==> src/rtl/atconv_gen2.sv <==
// Dilated 3x3 convolution with ReLU/saturation into layer0, then optional
// 2x2 max pooling with round-up-to-integer into layer1.
module atconv_gen2 #(
  parameter int IMG_W  = 64,
  parameter int IMG_H  = 64,
  parameter int DATA_W = 13,
  parameter int FRAC   = 4,
  parameter int AW     = 12
) (
  input  logic                       clk,
  input  logic                       reset,
  input  logic                       ready,
  input  logic [1:0]                 dil,
  input  logic                       pool_en,
  input  logic [9*DATA_W-1:0]        kernel,
  input  logic signed [DATA_W-1:0]   bias,
  output logic                       busy,
  output logic                       done,
  output logic [AW-1:0]              iaddr,
  input  logic signed [DATA_W-1:0]   idata,
  output logic                       cwr,
  output logic                       csel,
  output logic [AW-1:0]              caddr_wr,
  output logic [DATA_W-1:0]          cdata_wr,
  output logic                       crd,
  output logic [AW-1:0]              caddr_rd,
  input  logic signed [DATA_W-1:0]   cdata_rd
);

  localparam int XW   = $clog2(IMG_W);
  localparam int YW   = $clog2(IMG_H);
  localparam int PXW  = XW - 1;
  localparam int PYW  = YW - 1;
  localparam int ACCW = 2*DATA_W + 4;
  localparam int CW   = ((XW > YW) ? XW : YW) + 2;
  localparam logic signed [ACCW-1:0] SAT_MAX = ACCW'((2**(DATA_W-1)) - 1);
  localparam logic signed [DATA_W:0] INT_MAX =
    {2'b00, {(DATA_W-1-FRAC){1'b1}}, {FRAC{1'b0}}};

  typedef enum logic [1:0] {IDLE, CONV, POOL, PWR} state_t;

  state_t                     state;
  logic [XW-1:0]              x;
  logic [YW-1:0]              y;
  logic [1:0]                 tr, tc;
  logic [PXW-1:0]             px;
  logic [PYW-1:0]             py;
  logic [1:0]                 ps;
  logic [2:0]                 d;
  logic                       pool_r;
  logic signed [DATA_W-1:0]   coef [9];
  logic signed [DATA_W-1:0]   bias_r;
  logic signed [ACCW-1:0]     acc;
  logic signed [DATA_W-1:0]   mx;

  logic [3:0]                 k;
  logic signed [CW-1:0]       ds, dx, dy, sx, sy;
  logic [XW-1:0]              cx;
  logic [YW-1:0]              cy;
  logic signed [2*DATA_W-1:0] prod;
  logic signed [ACCW-1:0]     sum, res;
  logic [DATA_W-1:0]          act;
  logic signed [DATA_W:0]     mfl, mup;
  logic [DATA_W-1:0]          rounded;
  logic                       last_x, last_y, last_px, last_py;

  assign k       = {1'b0, tr, 1'b0} + {2'b00, tr} + {2'b00, tc};
  assign last_x  = (x == XW'(IMG_W-1));
  assign last_y  = (y == YW'(IMG_H-1));
  assign last_px = (px == PXW'(IMG_W/2-1));
  assign last_py = (py == PYW'(IMG_H/2-1));

  // Tap coordinate with replicate padding, then the MAC for the current tap.
  always_comb begin
    ds = signed'(CW'(d));
    dx = (tc == 2'd0) ? -ds : ((tc == 2'd2) ? ds : '0);
    dy = (tr == 2'd0) ? -ds : ((tr == 2'd2) ? ds : '0);
    sx = signed'(CW'(x)) + dx;
    sy = signed'(CW'(y)) + dy;
    cx = (sx < 0) ? '0 : ((sx > CW'(IMG_W-1)) ? XW'(IMG_W-1) : XW'(sx));
    cy = (sy < 0) ? '0 : ((sy > CW'(IMG_H-1)) ? YW'(IMG_H-1) : YW'(sy));
    prod = (2*DATA_W)'(idata) * (2*DATA_W)'(coef[k]);
    sum  = ((tr == 2'd0 && tc == 2'd0) ? '0 : acc) + ACCW'(prod);
    res  = (sum >>> FRAC) + ACCW'(bias_r);
    act  = (res < 0) ? '0 : ((res > SAT_MAX) ? DATA_W'(SAT_MAX) : DATA_W'(res));
    mfl  = {mx[DATA_W-1], mx[DATA_W-1:FRAC], {FRAC{1'b0}}};
    mup  = mfl + ((|mx[FRAC-1:0]) ? (DATA_W+1)'(2**FRAC) : '0);
    rounded = (mup > INT_MAX) ? DATA_W'(INT_MAX) : DATA_W'(mup);
  end

  always_comb begin
    busy     = (state != IDLE);
    iaddr    = '0;
    cwr      = 1'b0;
    csel     = 1'b0;
    caddr_wr = '0;
    cdata_wr = '0;
    crd      = 1'b0;
    caddr_rd = '0;
    case (state)
      CONV: begin
        iaddr    = AW'({cy, cx});
        caddr_wr = AW'({y, x});
        cdata_wr = act;
        cwr      = (tr == 2'd2) && (tc == 2'd2);
      end
      POOL: begin
        crd      = 1'b1;
        caddr_rd = AW'({py, ps[1], px, ps[0]});
        caddr_wr = AW'({py, px});
        cdata_wr = rounded;
      end
      PWR: begin
        cwr      = 1'b1;
        csel     = 1'b1;
        caddr_wr = AW'({py, px});
        cdata_wr = rounded;
      end
      default: ;
    endcase
  end

  // Ready is ignored during the done cycle so a new job starts one cycle later.
  always_ff @(posedge clk or posedge reset) begin
    if (reset) begin
      state  <= IDLE;
      done   <= 1'b0;
      x      <= '0;
      y      <= '0;
      tr     <= '0;
      tc     <= '0;
      px     <= '0;
      py     <= '0;
      ps     <= '0;
      d      <= '0;
      pool_r <= 1'b0;
      bias_r <= '0;
      acc    <= '0;
      mx     <= '0;
      for (int i = 0; i < 9; i++) coef[i] <= '0;
    end else begin
      done <= 1'b0;
      case (state)
        IDLE: begin
          if (ready && !done) begin
            state  <= CONV;
            d      <= 3'(dil) + 3'd1;
            pool_r <= pool_en;
            bias_r <= bias;
            for (int i = 0; i < 9; i++) coef[i] <= kernel[i*DATA_W +: DATA_W];
            x  <= '0;
            y  <= '0;
            tr <= '0;
            tc <= '0;
          end
        end
        CONV: begin
          acc <= sum;
          if (tc != 2'd2) begin
            tc <= tc + 2'd1;
          end else begin
            tc <= '0;
            if (tr != 2'd2) begin
              tr <= tr + 2'd1;
            end else begin
              tr <= '0;
              x  <= x + 1'b1;
              if (last_x) begin
                x <= '0;
                y <= y + 1'b1;
                if (last_y) begin
                  y <= '0;
                  if (pool_r) begin
                    state <= POOL;
                    px    <= '0;
                    py    <= '0;
                    ps    <= '0;
                  end else begin
                    state <= IDLE;
                    done  <= 1'b1;
                  end
                end
              end
            end
          end
        end
        POOL: begin
          if (ps == 2'd0 || cdata_rd > mx) mx <= cdata_rd;
          ps <= ps + 2'd1;
          if (ps == 2'd3) state <= PWR;
        end
        PWR: begin
          state <= POOL;
          px    <= px + 1'b1;
          if (last_px) begin
            px <= '0;
            py <= py + 1'b1;
            if (last_py) begin
              py    <= '0;
              state <= IDLE;
              done  <= 1'b1;
            end
          end
        end
        default: state <= IDLE;
      endcase
    end
  end

endmodule

==> config.mk <==
export PLATFORM = sky130hd
export DESIGN_NAME = atconv_gen2
export DESIGN_NICKNAME = d
export VERILOG_FILES = /design/src/rtl/atconv_gen2.sv
export SDC_FILE = /design/constraint.sdc
export NUM_CORES = 1
export LEC_CHECK = 0
export BUFFER_PORTS_ARGS = -buffer_cell sky130_fd_sc_hd__buf_2
export CORE_MARGIN = 4
export CORE_UTILIZATION = 40
export DETAILED_ROUTE_END_ITERATION = 10
export PLACE_DENSITY = 0.66
export SYNTH_ARGS = -nofsm -noshare
export SYNTH_HDL_FRONTEND = slang
export SYNTH_SLANG_ARGS = --single-unit
==> constraint.sdc <==
create_clock -name clk -period 19.3 [get_ports clk]
set_clock_uncertainty 0.1 [all_clocks]
set_input_delay 0.965 -clock clk [delete_from_list [all_inputs] [get_ports clk]]
set_output_delay 0.965 -clock clk [all_outputs]
set_load 0.01 [all_outputs]
# Word-level counts from Yosys, hierarchy flattened
# Index checks and enable logic that the tools add are counted.
[totals]
regBits = 208
in_bits = 162
output_inout_bits = 54
elab_cells = 168
[classes]
addsub = 16
multipliers = 1
n_lt_le_gt_ge = 9
n_eq_ne = 20
n_mux = 73
n_bitwise = 1
reduce_logical = 25
[op_table]
columns = ["cell", "count"]
rows = [
  ["$mux W6", 12],
  ["$mux W13", 5],
  ["$bmux W13 S4", 1],
  ["$mux W5", 9],
  ["$mux W2", 18],
  ["$add A30 B30 Y30", 1],
  ["$mux W30", 1],
  ["$add A26 B13 Y27", 1],
  ["$gt A27 B13 Y1 const B", 1],
  ["$lt A27 B1 Y1 const B", 1],
  ["$mul A13 B13 Y26", 1],
  ["$pmux W13 S2", 1],
  ["$mux W12", 2],
  ["$pmux W12 S2", 1],
  ["$pmux W6 S2", 2],
  ["$ne A2 B2 Y1 const B", 10],
  ["$pmux W5 S2", 2],
  ["$reduce_and A6 Y1", 3],
  ["$add A7 B8 Y8", 2],
  ["$gt A8 B7 Y1 const B", 2],
  ["$lt A8 B1 Y1 const B", 2],
  ["$mux W8", 2],
  ["$add A13 B6 Y14", 1],
  ["$gt A14 B13 Y1 const B", 1],
  ["other kinds (31)", 63],
]

# Longest topological paths before layout
# Gate-level depths: netlist of run 1.
[depth]
depth_word = 13
ltp_mapped = 55
mapped_depth_nobuf = 51

# Worst setup path before layout of run 1
# Ideal clock, no wire load.
[synth_timing]
path_kind = "flip-flop to output port"
start = "reg tc[1]"
end = "out cdata_wr[4]"
arrival_ns = 12.103
t_required_ns = 18.235
path_slack_ns = 6.132
stages_incl_launch_ff = 53
path_buffers = 4
path_cell_list = "dfrtp_1 buf_2 inv_1 fa_1 inv_1 ha_1 inv_1 fa_1 nor4b_1 clkbuf_1 a22o_1 clkbuf_1 nand2_1 fa_1 fa_1 inv_1 fa_1 fa_1 [17 not listed] a221o_1 a41oi_1 o31a_1 inv_1 a21oi_1 xnor2_1 ha_1 a21o_1 a21o_1 a21o_1 nor2_1 xor2_1 o211ai_1 o211ai_2 nand4_1 a2111oi_4 buf_6 a32oi_1"
[synth_via]
elab_chain_cells = 12
word_cells_on_any_way = 16
classes_between = "add/sub (3); mul (1); order compare (2); mux (7); bitwise (1); reduce/logical (2)"
[synth_rtl]
columns = ["item", "line", "text"]
rows = [
  ["start, declared", "45", "logic [1:0] tr, tc;"],
  ["start signal, assigned", "160", "tc <= tc + 2'd1;"],
  ["$add A4 B2 Y4", "67", "assign k = {1'b0, tr, 1'b0} + {2'b00, tr} + {2'b00, tc};"],
  ["$not A4 Y5 (implied by the code)", "82", "prod = (2*DATA_W)'(idata) * (2*DATA_W)'(coef[k]);"],
  ["$bmux W13 S4", "82", ""],
  ["$mux W13 (implied by the code) (2 in a row)", "82", ""],
  ["$mul A13 B13 Y26", "82", ""],
  ["$add A30 B30 Y30 (*)", "83", "sum = ((tr == 2'd0 && tc == 2'd0) ? '0 : acc) + ACCW'(prod);"],
  ["net sum[24]", "61", "logic signed [ACCW-1:0] sum, res;"],
  ["$add A26 B13 Y27 (*)", "84", "res = (sum >>> FRAC) + ACCW'(bias_r);"],
  ["$gt A27 B13 Y1", "85", "act = (res < 0) ? '0 : ((res > SAT_MAX) ? DATA_W'(SAT_MAX) : DATA_W'(res));"],
  ["$mux W13", "85", ""],
  ["$mux W13 (*)", "85", ""],
  ["$pmux W13 S2 (*)", "100", "case (state)"],
  ["end, declared", "24", "output logic [DATA_W-1:0] cdata_wr,"],
]
# The timed path passes the listed nets; every way through them passes the cells marked *. The select of a mux whose other input is x is not followed.

# Final worst setup path of run 1
[layout_timing]
start = "reg tc[1]"
end = "out cdata_wr[9]"
# Same word-level chain as after synthesis.

==> results of run 1 <==
-- final cells by class --
cell class	count	area (um^2)
Antenna cell	7	17.5
Clock buffer	31	668
Clock inverter	12	189
Fill cell	4734	27200
Inverter	226	856
Multi-Input combinational cell	1521	13800
Sequential cell	208	5200
Tap cell	672	841
Timing Repair Buffer	227	1170
-- flip-flops by register name, summed over array words and instances (netlist names) --
signal / flops
acc: 30
bias_r: 13
coef: 117
d: 3
done: 1
mx: 13
pool_r: 1
ps: 2
px: 5
py: 5
state: 2
tc: 2
tr: 2
x: 6
y: 6
-- stage by stage --
| step | cells | utilization | cell area (um^2) |
|---|---|---|---|
| finish | 2904 | 0.455 | 22700 |
| global route | 2900 | 0.455 | 22700 |
| CTS | 2897 | 0.455 | 22700 |
| detailed placement | 2854 | 0.437 | 21900 |
| global placement | 2854 | 0.437 | 21900 |
| floorplan | 2038 | - | 20200 |
-- worst paths after layout --
kind                              start     endpoint  depth (start not counted)
worst min register to register  acc[25]      acc[25]                          2
worst max register to register    tc[1]      acc[27]                         39
worst max-delay path              tc[1]  cdata_wr[9]                         50
max in group asynchronous         reset      coef[4]                          3
min in group asynchronous         reset     coef[76]                          2
worst min-delay path            acc[25]      acc[25]                          2
-- synthesized netlist by cell type (all sizes together), types with 3 or more instances --
master	n	area [um^2]
mux4	26	586
mux2i	3	30.0
and4	3	26.3
clkbuf	65	244
nor2	79	297
xnor2	63	552
a2111oi	3	70.1
a31o	4	35.0
nor2b	16	100
o31ai	8	65.1
o21ai	76	392
a31oi	19	140
nand2b	11	68.8
a21o	36	270
a22o	19	166
xor2	28	253
or3	7	48.8
ha	167	2090
a21oi	78	398
a211oi	14	110
o211ai	5	42.5
o21a	17	129
dfrtp	208	5200
nor3b	4	30.0
a311oi	4	41.3
nor3	25	125
a21boi	9	67.6
nand3	30	150
or2	11	68.8
o31a	4	35.0
o41ai	3	26.3
o21bai	9	67.6
and2	123	769
nand2	231	867
nand4	5	31.3
fa	169	3380
inv	226	848
and3	12	75.1
nand3b	3	22.5
a221oi	3	32.5
buf	18	90.1
a22oi	3	22.5
a32oi	4	35.0
mux2	167	1880
-- kinds of logic after synthesis --
family	after synthesis	synth area share
mux	196	0.124
xor+xnor	91	0.0399
simple gates	566	0.135
flops	208	0.258
fa+ha+maj	336	0.271
compound gates	332	0.113
buf+inv	309	0.0587
-- critical path, delay by kind of cell, from the launching register on --
| kind | cells | cell delay (ps) |
|---|---|---|
| adders and majority gates | 12 | 5770 |
| AOI/OAI and AO/OA | 22 | 4750 |
| and+or+nand+nor | 4 | 1720 |
| buffers and inverters | 9 | 950 |
| DFF | 1 | 520 |
| xor gates and xnor gates | 3 | 490 |
-- per-layer routing --
layer	vias up	GRT usage
met2	292	0.321
met5	-	0
met1	7729	0.238
met4	10	0.0441
met3	76	0.0304
li1	7238	-
==> metrics.txt, run 1 <==
Final WS setup=3470 ps; chip width=232 um; P&R area growth vs syn=12.8%; Synth Flop Type=dfrtp_1; initial antenna violation count=12; Unique masters post-synth=82; outcome=finished, final reports clean; count of hold-fix buffers inserted at cts=0; die span in y=232 um; kind of critical path=reg2out; Ys Warns=0; Crit path required time=18240 ps; fin nets=2707; WL/cell=17.1 um; core box area=50000 um^2; Port Buffers=215; Worst Max-Slew Pin Slew=1220 ps; fin crit period=15830 ps; EDFF count, synth=0; clk_lat worst skew=550 ps; layout cell share with drive strength beyond 1=0.216; DRT antenna net count=0; initial DRC count=807; first-pass GRT wire length=81.4 mm; Post-Syn Instances=2038; worst hold-check path type=reg2reg; H-tree level count=1; most common cell after layout, fill and taps aside=nand2_1; f_max=63.2 MHz; post-DP HPWL=39.5 mm; Pre-antenna DRT Iters=5; RSZ-0062 raised after global routing=no; most frequent CP cell=fa_1; max_cap viols=0; CP max stage delay=1090 ps; CTS tree=yes; Slew HR=0.182; Hold Worst Slack=369 ps; Post-Route Setup TNS=0 ps; grt ovf=0; Starting Density=0.403; mapped cell area=20200 um^2; Final Setup Violations=0; IO Count=216; final count of hold timing violations=0; TritonCTS Buffers=25; largest net degree at the start of global routing=127; sequential area share after synthesis=0.258; Critical Path Sink Type=output port; Post-Syn Area per Cell=9.89 um^2; DRC errors left=0; FF-to-FF setup slack=7320 ps; Final Max Slew Viols=0; vias in the first global route=15800; Syn Nets=2536; DRT met1 WL=20.8 mm; CTS Root Cell=clkbuf_16; crit start category=register; die footprint=54100 um^2; FP Rows=82; total track usage=0.183; DR top layer=met5; worst slack, placed=4070 ps; most frequent cells in the layout=nand2_1 (231), inv_1 (225), buf_2 (215); Synth async-reset ratio=1.00; final cycle utilization of the critical path=0.820; met2 WL post-DR=25.5 mm; Avg Vias per Cell=5.28; Clk pin slew, worst setup/hold paths=60 ps; Critical-path top delay cell=nor4b_2; post_cts resized=0; FF+latch count, synth=208; critical path peak fanout=14; total wire length=49.8 mm; deepest clock path buffer count=3; Sinks on Clock Net=208; Via Count=15300; routability cong.=0.887; CP arrival=14770 ps; # Post-CTS Setup Buffers=0; routed length on met3=2.25 mm
Power of run 1 is left out: the tool's default activity adds up to more than one toggle a clock period on the data nets, which glitch-free logic cannot reach.
==> run 2: changes to the inputs <==
Settings changed: PLACE_DENSITY 0.66 to 0.68.
Clock period 19.3 ns to 13.02 ns, I/O delays scaled along.
==> metrics.txt, run 2 (same netlist as run 1, synthesis figures left out) <==
Clk pin slew, worst setup/hold paths=60 ps; total wire length=52.9 mm; core box area=50000 um^2; CTS Root Cell=clkbuf_16; die span in y=232 um; f_max=77.2 MHz; largest net degree at the start of global routing=92; IO Count=216; clk_lat worst skew=560 ps; max_cap viols=0; fillcell total=4590; critical path peak fanout=6; chip width=232 um; count of hold-fix buffers inserted at cts=0; Largest register FFs=117; total track usage=0.191; Slew HR=0.170; Sinks on Clock Net=208; worst hold-check path type=in2async; Port Buffers=215; Final Max Slew Viols=0; grt ovf=0; kind of critical path=reg2out; outcome=finished, final reports clean; WL/cell=17.8 um; Top reg by flops=coef; most common cell after layout, fill and taps aside=nand2_1; Post-Route Setup TNS=0 ps; fin nets=2780; Pre-antenna DRT Iters=5; P&R area growth vs syn=18.2%; Worst Max-Slew Pin Slew=1240 ps; layout cell share with drive strength beyond 1=0.279; Critical Path Sink Type=output port; biggest regs=coef: 117 flops, acc: 30 flops; H-tree level count=1; Crit path required time=12270 ps; FF-to-FF setup slack=2930 ps; final cycle utilization of the critical path=0.995; post-DP HPWL=40.8 mm; Via Count=15700; DRT antenna net count=0; CP max stage delay=630 ps; crit start category=register; TritonCTS Buffers=24; initial antenna violation count=8; FP Rows=82; deepest clock path buffer count=3; CP arrival=12200 ps; Critical-path top delay cell=fa_2; CTS tree=yes; final count of hold timing violations=0; vias in the first global route=16300; first-pass GRT wire length=84.7 mm; Avg Vias per Cell=5.30; die footprint=54100 um^2; RSZ-0062 raised after global routing=yes; fin crit period=12950 ps; most frequent cells in the layout=nand2_1 (224), buf_2 (215), inv_1 (212); Final Setup Violations=0; routability cong.=0.904; DRC errors left=0; Starting Density=0.403; initial DRC count=789
[run 2: worst max-delay path, delay by kind of cell (launching register included)]
family                     cells  cell delay [ps]
adders and majority gates     12             4990
muxes                          1              310
AOI/OAI and AO/OA             22             4000
DFF                            1              380
and+or+nand+nor                3              460
buffers and inverters         12             1070
xor gates and xnor gates       3              440
[run 2: area by class of cell]
class	count	area, um^2	area share
Timing Repair Buffer	301	1840	0.0773
Antenna cell	4	10.0	0.000420
Multi-Input combinational cell	1521	14300	0.600
Sequential cell	208	5200	0.218
Clock inverter	9	119	0.00499
Tap cell	672	841	0.0353
Inverter	226	860	0.0361
Clock buffer	30	643	0.0270
[run 2: what timing repair did]
| item | in CTS | in global routing |
|---|---|---|
| gates resized for setup | 25 | 106 |
| cloned | 2 | 1 |
| endpoints found under the setup margin | 12 | 12 |
| buffers inserted | 17 | 29 |
| pin swaps | 15 | 102 |
[run 2: per-layer routing]
metal | part of all wire | GRT usage
met1 | 0.42 | 0.252
met2 | 0.51 | 0.331
met3 | 0.055 | 0.0316
met4 | 0.021 | 0.0439
met5 | 0.00077 | 0
[run 2: through the flow]
stage	worst slack (ps)	hold WS, ps	area (um^2)	utilization	instances
after floorplan	166	337	20200	-	2038
after global placement	-17.8	349	22100	0.442	2880
after detailed placement	-346	354	22100	0.442	2880
after CTS	38.0	136	23100	0.462	2938
after global routing	-414	141	23800	0.477	2968
final	67.0	93.2	23800	0.477	2971
[run 2: final timing paths]
| path | start | cells past startpoint | end |
|---|---|---|---|
| worst min-delay path | reset | 2 | coef[38] |
| worst max register to register | tr[0] | 43 | acc[29] |
| min in group clk | dil[0] | 2 | d[0] |
| worst max-delay path | tr[0] | 53 | cdata_wr[1] |
| max in group asynchronous | reset | 4 | coef[80] |
| worst min register to register | acc[23] | 2 | acc[23] |
Power of run 2 is left out for the same reason.
==> run 3: changes to the inputs <==
Settings changed: GPL_TIMING_DRIVEN set to 0.
==> metrics.txt, run 3 (same netlist as run 1, synthesis figures left out) <==
outcome=finished with violations; violated checks=setup timing; core box area=50000 um^2; final cycle utilization of the critical path=1.02; CTS Root Cell=clkbuf_16; Layout Utilization=0.480; Top reg by flops=coef; Critical Path Sink Type=output port; H-tree level count=1; CP arrival=12580 ps; Slew HR=0.0634; WL/cell=18.3 um; total track usage=0.202; IO Count=216; Crit path required time=12270 ps; P&R area growth vs syn=18.9%; die footprint=54100 um^2; Final Max Slew Viols=0; Avg Vias per Cell=5.33; Post-Route Setup TNS=-3230 ps; fin crit period=13330 ps; Sinks on Clock Net=208; fillcell total=4600; die span in y=232 um; layout cell share with drive strength beyond 1=0.262; Pre-antenna DRT Iters=6; crit start category=register; Clk pin slew, worst setup/hold paths=60 ps; final count of hold timing violations=0; most frequent CP cell=fa_1; Final WS setup=-309 ps; Crit Reg-Reg Startpoint=tr[0]; most frequent cells in the layout=nand2_1 (231), inv_1 (216), buf_2 (216); fin nets=2837; biggest regs=coef: 117 flops, acc: 30 flops; TritonCTS Buffers=24; Critical-path top delay cell=fa_2; Largest register FFs=117; first-pass GRT wire length=88.1 mm; count of hold-fix buffers inserted at cts=0; Worst setup startpoint=tr[0]; worst slack, placed=-1690 ps; DRT antenna net count=0; RSZ-0062 raised after global routing=yes; Starting Density=0.403; Final Setup Violations=12; initial DRC count=987; Port Buffers=215; critical path's top delay family=adder cells; worst hold-check path type=in2async; most common cell after layout, fill and taps aside=nand2_1; total wire length=55.5 mm; FP Rows=82; Worst Max-Slew Pin Slew=1400 ps; vias in the first global route=16700; chip width=232 um; clk_lat worst skew=530 ps; Via Count=16200; CTS tree=yes; largest net degree at the start of global routing=111; CP max stage delay=640 ps; grt ovf=0; f_max=75.0 MHz; kind of critical path=reg2out; worst path buffer plus inverter count=12; deepest clock path buffer count=3; initial antenna violation count=9; max_cap viols=0; post-DP HPWL=43.7 mm; DRC errors left=0; routability cong.=0.880; critical path peak fanout=10
## run 3: changes by cell type in the layout (fill, tap and decap cells not counted), sizes merged
cell / before / now
bufinv: 2 / 1
diode: 4 / 6
buf: 300 / 295
clkinvlp: 3 / 2
clkbuf: 31 / 98
## run 3: area by class of cell
class	instances	area [um^2]	area share
multi-input combinational	1521	14200	0.590
sequential	208	5200	0.217
antenna	6	15.0	0.000626
buffer	77	479	0.0200
clock inverter	7	83.8	0.00350
tap	672	841	0.0351
timing repair buffer	281	1640	0.0685
clock buffer	35	692	0.0289
inverter	226	862	0.0360
## run 3: final timing paths
check                              end  slack [ps]  depth (start not counted)
min in group clk                  d[0]         210                          2
hold reg to reg                 acc[0]         370                          2
hold / removal                coef[38]         130                          2
max in group asynchronous      coef[4]       11700                          3
setup / recovery           cdata_wr[0]        -310                         53
setup reg to reg               acc[28]        2710                         42
## run 3: stage by stage
stage	cell area [um^2]	std cells	hold WS (ps)
after floorplan	20200	2038	337
after global placement	22100	2925	351
after detailed placement	22100	2926	355
after CTS	23700	3015	169
after global routing	24000	3029	211
final	24000	3033	133
## run 3: layer usage
layer,wire (um),part of all wire,GRT usage
met3,2790,0.050,0.0312
met2,27400,0.49,0.347
met5,27,0.00049,0
met4,1430,0.026,0.0508
met1,23900,0.43,0.269
## run 3: repair_timing
| action | 4_1_cts | 5_1_grt |
|---|---|---|
| pin swaps | 60 | 22 |
| cloned | 3 | 1 |
| endpoints found under the setup margin | 12 | 12 |
| gates resized for setup | 119 | 29 |
| buffers inserted | 48 | 13 |
Power of run 3 is left out for the same reason.
